===== config.mk =====
export PLATFORM = sky130hd
export DESIGN_NAME = mem_access_unit
export DESIGN_NICKNAME = d
export VERILOG_FILES = /design/src/rtl/mem_access_unit.sv
export SDC_FILE = /design/constraint.sdc
export NUM_CORES = 1
export LEC_CHECK = 0
export CAP_MARGIN = 20
export CORE_MARGIN = 8
export CORE_UTILIZATION = 43
export DETAILED_ROUTE_END_ITERATION = 6
export GPL_TIMING_DRIVEN = 0
export PLACE_DENSITY = 0.77
export SYNTH_ARGS = -nofsm -noshare
export SYNTH_HDL_FRONTEND = slang
export SYNTH_SLANG_ARGS = --single-unit

===== constraint.sdc =====
create_clock -name clk -period 1.69 [get_ports clk]
set_input_delay 0.169 -clock clk [delete_from_list [all_inputs] [get_ports clk]]
set_output_delay 0.169 -clock clk [all_outputs]
set_load 0.005 [all_outputs]

===== src/rtl/mem_access_unit.sv =====
// Load/store initiator for a word-wide synchronous-read memory: byte/half stores via read-modify-write, load lane extract.
// Latency load 3, SW 2, SB/SH 4, error 1 cycle; req_ready only in IDLE, responses cannot be stalled.
module mem_access_unit #(
    parameter int ADDRESS_WIDTH = 32,
    parameter int DATA_WIDTH    = 32,
    parameter int SET_WIDTH     = 3
) (
    input  logic                     clk,
    input  logic                     rst_n,
    input  logic                     req_valid,
    output logic                     req_ready,
    input  logic                     req_we,
    input  logic [SET_WIDTH-1:0]     req_set,
    input  logic [ADDRESS_WIDTH-1:0] req_addr,
    input  logic [DATA_WIDTH-1:0]    req_wd,
    output logic                     resp_valid,
    output logic [DATA_WIDTH-1:0]    resp_rd,
    output logic                     resp_err,
    output logic [ADDRESS_WIDTH-1:0] mem_addr,
    output logic                     mem_re,
    output logic                     mem_we,
    output logic [DATA_WIDTH-1:0]    mem_wd,
    input  logic [DATA_WIDTH-1:0]    mem_rd
);

    localparam logic [SET_WIDTH-1:0] SET_B  = SET_WIDTH'(0);
    localparam logic [SET_WIDTH-1:0] SET_H  = SET_WIDTH'(1);
    localparam logic [SET_WIDTH-1:0] SET_W  = SET_WIDTH'(2);
    localparam logic [SET_WIDTH-1:0] SET_BU = SET_WIDTH'(4);
    localparam logic [SET_WIDTH-1:0] SET_HU = SET_WIDTH'(5);

    typedef enum logic [2:0] {
        IDLE,
        LD_RD,
        LD_WAIT,
        RMW_RD,
        RMW_WAIT,
        ST_WR,
        DONE
    } state_t;

    state_t                   state;
    state_t                   state_nxt;
    logic [ADDRESS_WIDTH-1:0] addr_q;
    logic [DATA_WIDTH-1:0]    wd_q;
    logic [SET_WIDTH-1:0]     set_q;
    logic                     we_q;
    logic                     err_q;
    logic [DATA_WIDTH-1:0]    merged_q;
    logic [DATA_WIDTH-1:0]    load_q;

    logic                     req_err;
    logic                     accept;
    logic [7:0]               byte_sel;
    logic [15:0]              half_sel;
    logic [DATA_WIDTH-1:0]    load_ext;
    logic [DATA_WIDTH-1:0]    merged;
    logic [ADDRESS_WIDTH-1:0] word_addr;

    assign accept = (state == IDLE) && req_valid;

    // Unsigned sizes are load-only; reserved funct3 codes always fault.
    always_comb begin
        req_err = 1'b1;
        case (req_set)
            SET_B:   req_err = 1'b0;
            SET_H:   req_err = req_addr[0];
            SET_W:   req_err = |req_addr[1:0];
            SET_BU:  req_err = req_we;
            SET_HU:  req_err = req_we | req_addr[0];
            default: req_err = 1'b1;
        endcase
    end

    always_comb begin
        state_nxt = state;
        case (state)
            IDLE: begin
                if (req_valid) begin
                    if (req_err)
                        state_nxt = DONE;
                    else if (!req_we)
                        state_nxt = LD_RD;
                    else if (req_set == SET_W)
                        state_nxt = ST_WR;
                    else
                        state_nxt = RMW_RD;
                end
            end
            LD_RD:    state_nxt = LD_WAIT;
            LD_WAIT:  state_nxt = DONE;
            RMW_RD:   state_nxt = RMW_WAIT;
            RMW_WAIT: state_nxt = ST_WR;
            ST_WR:    state_nxt = DONE;
            DONE:     state_nxt = IDLE;
            default:  state_nxt = IDLE;
        endcase
    end

    always_comb begin
        byte_sel = mem_rd[7:0];
        case (addr_q[1:0])
            2'b00: byte_sel = mem_rd[7:0];
            2'b01: byte_sel = mem_rd[15:8];
            2'b10: byte_sel = mem_rd[23:16];
            2'b11: byte_sel = mem_rd[31:24];
        endcase
        half_sel = addr_q[1] ? mem_rd[31:16] : mem_rd[15:0];

        load_ext = '0;
        case (set_q)
            SET_B:   load_ext = {{(DATA_WIDTH-8){byte_sel[7]}}, byte_sel};
            SET_H:   load_ext = {{(DATA_WIDTH-16){half_sel[15]}}, half_sel};
            SET_W:   load_ext = mem_rd;
            SET_BU:  load_ext = {{(DATA_WIDTH-8){1'b0}}, byte_sel};
            SET_HU:  load_ext = {{(DATA_WIDTH-16){1'b0}}, half_sel};
            default: load_ext = '0;
        endcase
    end

    always_comb begin
        merged = mem_rd;
        if (set_q == SET_B) begin
            case (addr_q[1:0])
                2'b00: merged[7:0]   = wd_q[7:0];
                2'b01: merged[15:8]  = wd_q[7:0];
                2'b10: merged[23:16] = wd_q[7:0];
                2'b11: merged[31:24] = wd_q[7:0];
            endcase
        end else if (addr_q[1]) begin
            merged[31:16] = wd_q[15:0];
        end else begin
            merged[15:0] = wd_q[15:0];
        end
    end

    always_ff @(posedge clk) begin
        if (!rst_n) begin
            state    <= IDLE;
            addr_q   <= '0;
            wd_q     <= '0;
            set_q    <= '0;
            we_q     <= 1'b0;
            err_q    <= 1'b0;
            merged_q <= '0;
            load_q   <= '0;
        end else begin
            state <= state_nxt;
            if (accept) begin
                addr_q <= req_addr;
                wd_q   <= req_wd;
                set_q  <= req_set;
                we_q   <= req_we;
                err_q  <= req_err;
            end
            if (state == LD_WAIT)
                load_q <= load_ext;
            if (state == RMW_WAIT)
                merged_q <= merged;
        end
    end

    assign word_addr  = {addr_q[ADDRESS_WIDTH-1:2], 2'b00};
    assign req_ready  = (state == IDLE);
    assign mem_re     = (state == LD_RD) || (state == RMW_RD);
    assign mem_we     = (state == ST_WR);
    assign mem_addr   = (mem_re || mem_we) ? word_addr : '0;
    assign mem_wd     = mem_we ? ((set_q == SET_W) ? wd_q : merged_q) : '0;
    assign resp_valid = (state == DONE);
    assign resp_err   = (state == DONE) && err_q;
    // Last load result stays visible between responses; stores and faults answer zero.
    assign resp_rd    = ((state == DONE) && (we_q || err_q)) ? '0 : load_q;

endmodule


==> impl_metrics.csv, run 1 <==
group,metric,value,unit
outcome,status,"finished with violations",
outcome,violations,"setup timing",
setup_path,r2r_cells,8,
layout,diodes,0,
global_route,grt_pass1_wl,40.35,mm
pwr,p_leak,5.149,nW
layout,design_area,11750,sq um
sta,worst_pin_slew,0.5803,ns
setup_path,path_class,"flip-flop to output pin",
pwr,swShare,32.71,%
synth,ys_seq_area_share,40.94,%
synth,yosys-top-cells-area,"dfxtp_1 (41%), nand2_1 (14%), a21boi_0 (8.4%)",
sta,clock.fmax,0.4691,GHz
synth,yosys.area.top_type_share,40.94,%
floorplan,dieWidth,140.4,um
synth,yosys.area_share.simple,24.23,%
min_path,hold_path_class,"primary input to flip-flop",
pwr,seq_power_share,34.0,%
sta,rsz0062_at_grt,"yes",
drt,wl,32.38,mm
synth,async_flop_share,0,%
sta,clock_skew,0.009177,ns
synth,synthMuxAreaShare,4.233,%
global_route,grt_pass1_vias,7398,
global_route,grt_max_degree,17,
layout,fin_util,77.59,%
setup_path,cp.arrival,1.96,ns
synth,synth-adder-area-share,0,%
place,placed_cell_area,8904,sq um
synth,synth_cells,847,
drt,ant_nets,0,
setup_path,rrSetupSlack,-0.30,ns
setup_path,crit_fanout,8,
setup_path,start_kind,"flip-flop",
sta,min_period_over_period,126.1,%
synth,netlist_top_cells_count,"nand2_1 (243), dfxtp_1 (136), a21boi_0 (74)",
pwr,combPwrFrac,31.7,%
sta,max_slew_margin,61.32,%
drt,drt_iter0_drc,1225,
drt,post_drt_wl_per_cell,23.75,um
drt,vias,8268,
layout,nFillCells,947,
sta,timing.hold.ws,0.2771,ns
drt,drt_pass1_iterations,7,
synth,post-synth-top-area-cell,"dfxtp_1",
sta,fin_ws,-0.4416,ns
floorplan,initial_core_util,43.91,%
synth,synthXorXnorAreaFrac,0,%
setup_path,critPathRequiredTime,1.52,ns
floorplan,rows,45,
cts,hold_buffers,0,
sta,slew_violations,0,
synth,synth_top_family_by_area,"compound AO/OA/AOI/OAI gates",
synth,synthMostInstantiatedCell,"nand2_1",
place,dp_hpwl,18.14,mm
pwr,clockPowerShare,34.3,%
place,numPortBuffers,201,
cts,cts-root-buf,"clkbuf_16",
synth,synthDistinctLibCells,42,
pwr,cellInternalPower,7.720,mW
synth,syn_area_per_cell,7.851,sq um
floorplan,die_h,140.4,um
setup_path,cp_cell_sequence,"buf_8 > nor3_4 > buf_6 > buf_6 > buf_8 > nand2_1 > a21oi_1 > buf_2",
min_path,min_path_cells,3,
place,gp_congestion,0.9500,
place,post-place-ws,-1.058,ns
pwr,ir_drop,1031,uV
cts,cts_buffers,17,
global_route,grtUsageTotal,25.99,%
pwr,power.density,976.3,nW/um^2
sta,finalSetupViolations,220,
global_route,grt-ovfl-total,0,
cts,clk_latency,0.44,ns
synth,ys.warnings.count,0,
synth,synth_edf_count,0,
layout,nets,1265,
setup_path,max_stage_delay,0.33,ns
cts,htree_num_levels,4,
global_route,grt_antenna_before_repair,0,
setup_path,slowest_stage,"dfxtp_2",
setup_path,end_kind,"output pin",
layout,syn_to_final_growth,76.71,%
drt,viasPerCell,6.066,
floorplan,coreArea,15150,sq um
floorplan,pin_count,204,
drt,drc_errors,0,
run,cap_violations,0,
synth,ys.flop_type,"dfxtp_1",
synth,synth_compound_area_share,24.42,%
cts,cts.sinks,136,
sta,finalHoldViolCount,0,
sta,period_minus_slack,2.132,ns
floorplan,die_area,19700,sq um
cts,cts_tree,"yes",
cts,cts.path.max_buffers,2,
pwr,p_switching,3.753,mW
cts,clk_pin_slew_worst_paths,0.07,ns
synth,syn-cell-area,6650,sq um
synth,yosys_register_bits,136,
layout,drive_gt1_share,42.30,%
## routing by layer
layer	wire length, um	GRT usage (%)
met2	14600	41.80
met3	4069	10.53
met5	0	0
met4	2224	13.31
met1	11480	29.21
## cell families (layout without fill, tap and decap cells)
| logic type | after synthesis | count (layout) |
|---|---|---|
| simple gates | 354 | 354 |
| compound gates | 240 | 240 |
| flops | 136 | 136 |
| buf+inv | 92 | 419 |
| mux | 24 | 24 |
| other cells | 1 | 2 |
## path summary, 6_finish.rpt
check / to / start
setup / recovery: mem_wd[26] / set_q[0]
hold / removal: wd_q[21] / req_wd[21]
setup reg to reg: load_q[18] / state[2]
hold reg to reg: addr_q[2] / addr_q[2]
## cell type report
class                      instances  area, sq um  area share, %
inverter                          19        80.08         0.6814
buffer                            60        629.4          5.356
timing repair buffer             308         2927          24.90
clock inverter                    14        172.7          1.469
clock buffer                      18        439.2          3.737
multi-input combinational        620         4524          38.50
sequential                       136         2744          23.35
tap                              188        235.2          2.002
## through the flow
step                      TNS [ns]  power [mW]  std cells
final                       -38.01       11.47       1363
after global routing        -46.71       11.81       1363
after CTS                   -23.05       10.14       1310
after floorplan                  0       4.963        848
after global placement      -86.39       5.876       1237
after detailed placement    -87.17       5.903       1237
## registers in the layout, indices dropped and copies added, names as in the netlist
signal,count
merged_q,32
set_q,3
addr_q,32
we_q,1
load_q,32
err_q,1
wd_q,32
state,3
## worst max-delay path, delay by kind of cell (launching register included)
family | cells | cell delay [ns]
buffers and inverters | 5 | 0.71
AND/OR/NAND/NOR | 2 | 0.32
flip-flops | 1 | 0.33
AO/OA/AOI/OAI | 1 | 0.14
## power groups by stage
stage	combinational (mW)	sequential, mW	clock (mW)
2_1_floorplan	1.21	3.76	0
3_3_place_gp	2.04	3.84	0
3_5_place_dp	2.06	3.85	0
4_1_cts	2.43	3.82	3.88
5_1_grt	3.80	3.91	4.09
6_report	3.64	3.90	3.94
## cells in the final DEF (no fill, tap or decap), types with 9 or more instances in the layout
cell type	n
nand2_1	168
dfxtp_1	129
clkdlybuf4s50_1	102
buf_6	61
buf_2	54
a21boi_1	52
buf_4	46
o21ai_0	43
nand2_2	40
nor2b_1	34
nand2_4	34
clkbuf_2	33
a21oi_2	30
clkbuf_16	27
and3_1	19
a21boi_2	19
buf_8	18
a221o_1	18
a221oi_2	17
inv_1	16
buf_12	13
mux2_2	13
and3_4	12
a21oi_1	11
clkbuf_1	11
dlymetal6s2s_1	10
a31oi_1	9
## repair_timing
action | CTS | global route
setup endpoints to repair | 188 | 229
buffers inserted | 35 | 60
cloned | 8 | 10
pin swaps | 52 | 90
gates resized for setup | 465 | 440
No activity file was read; power rests on OpenSTA's default activity.
==> run 2: changes to the inputs <==
--- a/config.mk
+++ b/config.mk
@@ -6,11 +6,10 @@
 export NUM_CORES = 1
 export LEC_CHECK = 0
 export CAP_MARGIN = 20
-export CORE_MARGIN = 8
-export CORE_UTILIZATION = 43
+export CORE_UTILIZATION = 47
 export DETAILED_ROUTE_END_ITERATION = 6
 export GPL_TIMING_DRIVEN = 0
-export PLACE_DENSITY = 0.77
+export PLACE_DENSITY = 0.8
 export SYNTH_ARGS = -nofsm -noshare
 export SYNTH_HDL_FRONTEND = slang
 export SYNTH_SLANG_ARGS = --single-unit
==> constraint.sdc (replaced) <==
create_clock -name clk -period 2.3 [get_ports clk]
set_input_delay 0.23 -clock clk [delete_from_list [all_inputs] [get_ports clk]]
set_output_delay 0.23 -clock clk [all_outputs]
set_load 0.005 [all_outputs]
==> impl_metrics.csv, run 2 (synthesis results as in run 1) <==
group,metric,value,unit
global_route,grt_pass1_wl,34.10,mm
drt,wl,22.40,mm
pwr,power,7.184,mW
cts,clk_latency,0.42,ns
cts,cts_buffers,17,
sta,tns,0,ns
global_route,grtUsageTotal,30.58,%
global_route,grt-ovfl-total,0,
setup_path,slowest_stage,"dlygate4sd2_1",
setup_path,path_class,"flip-flop to output pin",
setup_path,cp.arrival,2.03,ns
outcome,status,"complete, no violations",
global_route,grt_max_degree,17,
sta,slew_violations,0,
sta,finalHoldViolCount,0,
sta,timing.hold.ws,0.3599,ns
setup_path,start_kind,"flip-flop",
drt,viasPerCell,5.600,
drt,ant_nets,0,
setup_path,critPathBufInv,5,
sta,clock_skew,0.009450,ns
drt,vias,7117,
setup_path,cpLargestDelayFamily,"buffers and inverters",
setup_path,crit_fanout,10,
floorplan,rows,43,
layout,fin_util,70.79,%
cts,cts.path.max_buffers,2,
setup_path,critPathRequiredTime,2.07,ns
floorplan,initial_core_util,48.10,%
pwr,p_leak,4.019,nW
floorplan,die_area,14630,sq um
sta,period_minus_slack,2.260,ns
global_route,grt_antenna_before_repair,0,
setup_path,rrSetupSlack,0.19,ns
drt,drt_pass1_iterations,5,
place,post-place-ws,-0.4476,ns
sta,min_period_over_period,98.25,%
sta,max_slew_margin,56.83,%
cts,clk_pin_slew_worst_paths,0.06,ns
global_route,grt_pass1_vias,6534,
floorplan,pin_count,204,
sta,clock.fmax,0.4425,GHz
cts,hold_buffers,0,
setup_path,end_kind,"output pin",
min_path,hold_path_class,"primary input to flip-flop",
setup_path,crit_path_frequent_cell,"buf_4",
cts,htree_num_levels,4,
layout,drive_gt1_share,11.00,%
drt,post_drt_wl_per_cell,17.62,um
place,dp_hpwl,16.64,mm
drt,dr_wl_met3,2.443,mm
sta,worst_pin_slew,0.6476,ns
drt,dr_wl_met2,10.29,mm
layout,nets,1181,
layout,mostFrequentLayoutCells,"nand2_1 (241), clkdlybuf4s50_1 (168), dfxtp_1 (133)",
floorplan,dieWidth,121.0,um
cts,cts-root-buf,"clkbuf_16",
sta,fin_ws,0.04025,ns
layout,diodes,0,
layout,final_common_cell,"nand2_1",
drt,drc_errors,0,
layout,syn_to_final_growth,47.19,%
place,numPortBuffers,201,
drt,topRoutingLayerUsed,"met4",
run,cap_violations,0,
cts,cts.sinks,136,
drt,drt_iter0_drc,546,
pwr,power.density,734.0,nW/um^2
sta,finalSetupViolations,0,
floorplan,die_h,121.0,um
place,gp_congestion,0.9409,
drt,wl_met1,8.887,mm
setup_path,cp_cell_sequence,"buf_4 > nor3_4 > buf_6 > buf_4 > clkbuf_8 > nand2_1 > a21oi_1 > dlygate4sd2_1",
cts,cts_tree,"yes",
floorplan,coreArea,13830,sq um
pwr,ir_drop,472.6,uV
setup_path,max_stage_delay,0.32,ns
==> run 2: changes by cell type in the layout (fill, tap and decap cells not counted), moves of 21 or more <==
cell	change
clkbuf_1	+23
buf_4	-31
nand2_2	-40
buf_6	-54
clkdlybuf4s50_1	+66
a21boi_0	+70
buf_2	-40
a21oi_2	-21
nand2_4	-32
nand2_1	+73
dlygate4sd2_1	+23
clkbuf_2	-30
a21boi_1	-51
a21oi_1	+27
==> run 2: worst min-delay path: stages <==
cell             delay [ns]
clkdlybuf4s50_1        0.40
nand2_1                0.05
a21boi_0               0.06
==> run 2: routing by layer <==
metal  GRT usage (%)  vias to the layer above
met2           49.11                      418
met5               0                        -
met4           13.35                        0
met1           38.48                     3237
li1                -                     3391
met3           8.036                       71
==> run 2: per-stage QoR <==
step | area (sq um) | instances
2_1_floorplan | 6654 | 848
3_3_place_gp | 8891 | 1229
3_5_place_dp | 8891 | 1229
4_1_cts | 9692 | 1265
5_1_grt | 9788 | 1271
6_report | 9788 | 1271
==> run 2: worst paths after layout <==
path	cells past startpoint	to	startpoint
worst min-delay path	3	addr_q[12]	req_addr[12]
worst max-delay path	8	mem_wd[4]	set_q[0]
worst max register to register	7	merged_q[21]	state[0]
worst min register to register	2	load_q[12]	load_q[12]
==> run 2: power by group <==
part           internal [mW]  switching (mW)  total (mW)
combinational          0.742           0.866        1.61
sequential              2.62           0.175        2.79
clock                   1.77            1.02        2.78
==> run 2: repair_timing <==
action / in CTS / in global routing
endpoints found under the hold margin: 0 / 0
setup buffers: 4 / 5
setup endpoints to repair: 94 / 67
gates cloned: 1 / 1
pin swaps: 3 / 2
gates resized for setup: 86 / 23
==> run 2: cell type report <==
cell class | instances | area [sq um]
flip-flops and latches | 136 | 2726
well taps | 180 | 225.2
clock buffers | 26 | 519.2
multi-input cells | 620 | 3602
clock inverters | 6 | 86.33
fillers | 1134 | 4039
plain buffers | 72 | 469.2
repair buffers | 212 | 2088
inverters | 19 | 71.32
==> run 3: changes to the inputs <==
--- a/config.mk
+++ b/config.mk
@@ -6,6 +6,7 @@
 export NUM_CORES = 1
 export LEC_CHECK = 0
 export CAP_MARGIN = 20
+export CORE_MARGIN = 5
 export CORE_UTILIZATION = 47
 export DETAILED_ROUTE_END_ITERATION = 6
 export GPL_TIMING_DRIVEN = 0
==> impl_metrics.csv, run 3 (synthesis results as in run 1) <==
group,metric,value,unit
floorplan,dieWidth,129.0,um
floorplan,pin_count,204,
cts,cts_buffers,17,
global_route,grt_max_degree,17,
setup_path,critPathRequiredTime,2.07,ns
drt,ant_nets,0,
sta,max_slew_margin,52.14,%
cts,clk_pin_slew_worst_paths,0.06,ns
drt,wl,23.23,mm
setup_path,end_kind,"output pin",
drt,drt_iter0_drc,610,
sta,clock_skew,0.008921,ns
pwr,seq_power_share,36.2,%
cts,cts_tree,"yes",
sta,worst_pin_slew,0.7179,ns
layout,drive_gt1_share,12.36,%
pwr,p_leak,3.960,nW
layout,diodes,0,
sta,slew_violations,0,
place,numPortBuffers,201,
cts,cts.path.max_buffers,2,
min_path,hold_path_class,"primary input to flip-flop",
pwr,clockPowerShare,42.6,%
cts,hold_buffers,0,
sta,period_minus_slack,2.255,ns
pwr,p_switching,2.096,mW
layout,fin_util,71.44,%
pwr,swShare,27.23,%
run,cap_violations,0,
drt,post_drt_wl_per_cell,18.26,um
place,gp_congestion,0.9747,
layout,mostFrequentLayoutCells,"nand2_1 (241), clkdlybuf4s50_1 (168), dfxtp_1 (133)",
cts,cts-root-buf,"clkbuf_16",
drt,drc_errors,0,
global_route,grt_pass1_vias,6623,
outcome,status,"complete, no violations",
sta,finalSetupViolations,0,
layout,syn_to_final_growth,49.13,%
global_route,grt_antenna_before_repair,0,
setup_path,start_kind,"flip-flop",
floorplan,initial_core_util,47.91,%
global_route,grtUsageTotal,27.57,%
pwr,ir_drop,513.4,uV
cts,htree_num_levels,4,
global_route,grt_pass1_wl,35.62,mm
pwr,cellInternalPower,5.600,mW
floorplan,rows,43,
setup_path,cp.arrival,2.02,ns
cts,cts.sinks,136,
drt,drt_pass1_iterations,5,
global_route,grt-ovfl-total,0,
drt,vias,7105,
floorplan,coreArea,13880,sq um
pwr,power.density,776.0,nW/um^2
layout,nets,1182,
sta,finalHoldViolCount,0,
place,dp_hpwl,17.54,mm
sta,min_period_over_period,98.03,%
floorplan,die_area,16630,sq um
setup_path,crit_fanout,10,
floorplan,die_h,129.0,um
cts,clk_latency,0.43,ns
layout,final_common_cell,"nand2_1",
pwr,combPwrFrac,21.2,%
sta,clock.fmax,0.4435,GHz
setup_path,path_class,"flip-flop to output pin",
drt,viasPerCell,5.586,
place,dp_cells,1229,
layout,instances_no_fill,1272,
[run 3: changes by cell type in the layout (fill, tap and decap cells not counted), sizes merged]
cell           delta
dlymetal6s2s      -8
clkinv            -1
dlygate4sd2       +4
clkbuf            -2
clkdlybuf4s15     +2
bufinv            +5
inv               +1
[run 3: worst max-delay path, stage by stage, from the launching register on]
cell             delay [ns]
dfxtp_1                0.32
buf_6                  0.13
nand2_4                0.09
nor2_4                 0.04
o21a_4                 0.15
clkbuf_8               0.18
nor2b_1                0.13
clkdlybuf4s50_1        0.54
[run 3: area by class of cell]
cell class              count  area [sq um]
flip-flops and latches    136          2726
inverters                  19         71.32
fillers                  1197          3964
clock buffers              21         470.5
plain buffers              72         490.5
well taps                 180         225.2
clock inverters            11         240.2
multi-input cells         620          3628
repair buffers            213          2064
[run 3: per-stage QoR]
stage / setup WS [ns] / area (sq um) / hold slack (ns) / TNS (ns) / power (mW)
floorplan: 0.5618 / 6654 / 0.3678 / 0 / 3.645
global placement: -0.4863 / 8891 / 0.4350 / -14.59 / 4.310
detailed placement: -0.4788 / 8891 / 0.4377 / -14.70 / 4.332
CTS: -0.1417 / 9858 / 0.3521 / -0.1417 / 7.668
global route: -0.003801 / 9917 / 0.3605 / -0.006009 / 7.985
finish: 0.04532 / 9917 / 0.3604 / 0 / 7.696
[run 3: what timing repair did]
item / in CTS / in global routing
resized for setup: 113 / 15
endpoints found under the setup margin: 95 / 65
cloned: 1 / 0
pin swaps: 4 / 4
buffers inserted: 4 / 7
[run 3: path summary, 6_finish.rpt]
check | startpoint | to | slack (ns) | cells after the start
worst min-delay path | req_wd[11] | wd_q[11] | 0.36 | 3
worst max-delay path | state[2] | resp_rd[4] | 0.05 | 7
worst min register to register | load_q[11] | load_q[11] | 0.44 | 2
worst max register to register | state[0] | merged_q[20] | 0.22 | 7
[run 3: power groups by stage]
stage               combinational (mW)  clock [mW]  sequential (mW)
detailed placement                1.51           0             2.82
CTS                               1.59        3.29             2.78
finish                            1.63        3.28             2.79
global route                      1.78        3.39             2.81
floorplan                        0.886           0             2.76
global placement                  1.49           0             2.82
[run 3: layer usage]
| metal | routed length (um) | GRT usage [%] | part of all wire [%] | up-vias |
|---|---|---|---|---|
| met5 | 0 | 0 | 0 | - |
| met4 | 674 | 10.13 | 2.9 | 0 |
| met3 | 2423 | 8.344 | 10 | 60 |
| met2 | 10780 | 44.66 | 46 | 375 |
| met1 | 9352 | 34.76 | 40 | 3288 |
| li1 | - | - | - | 3382 |
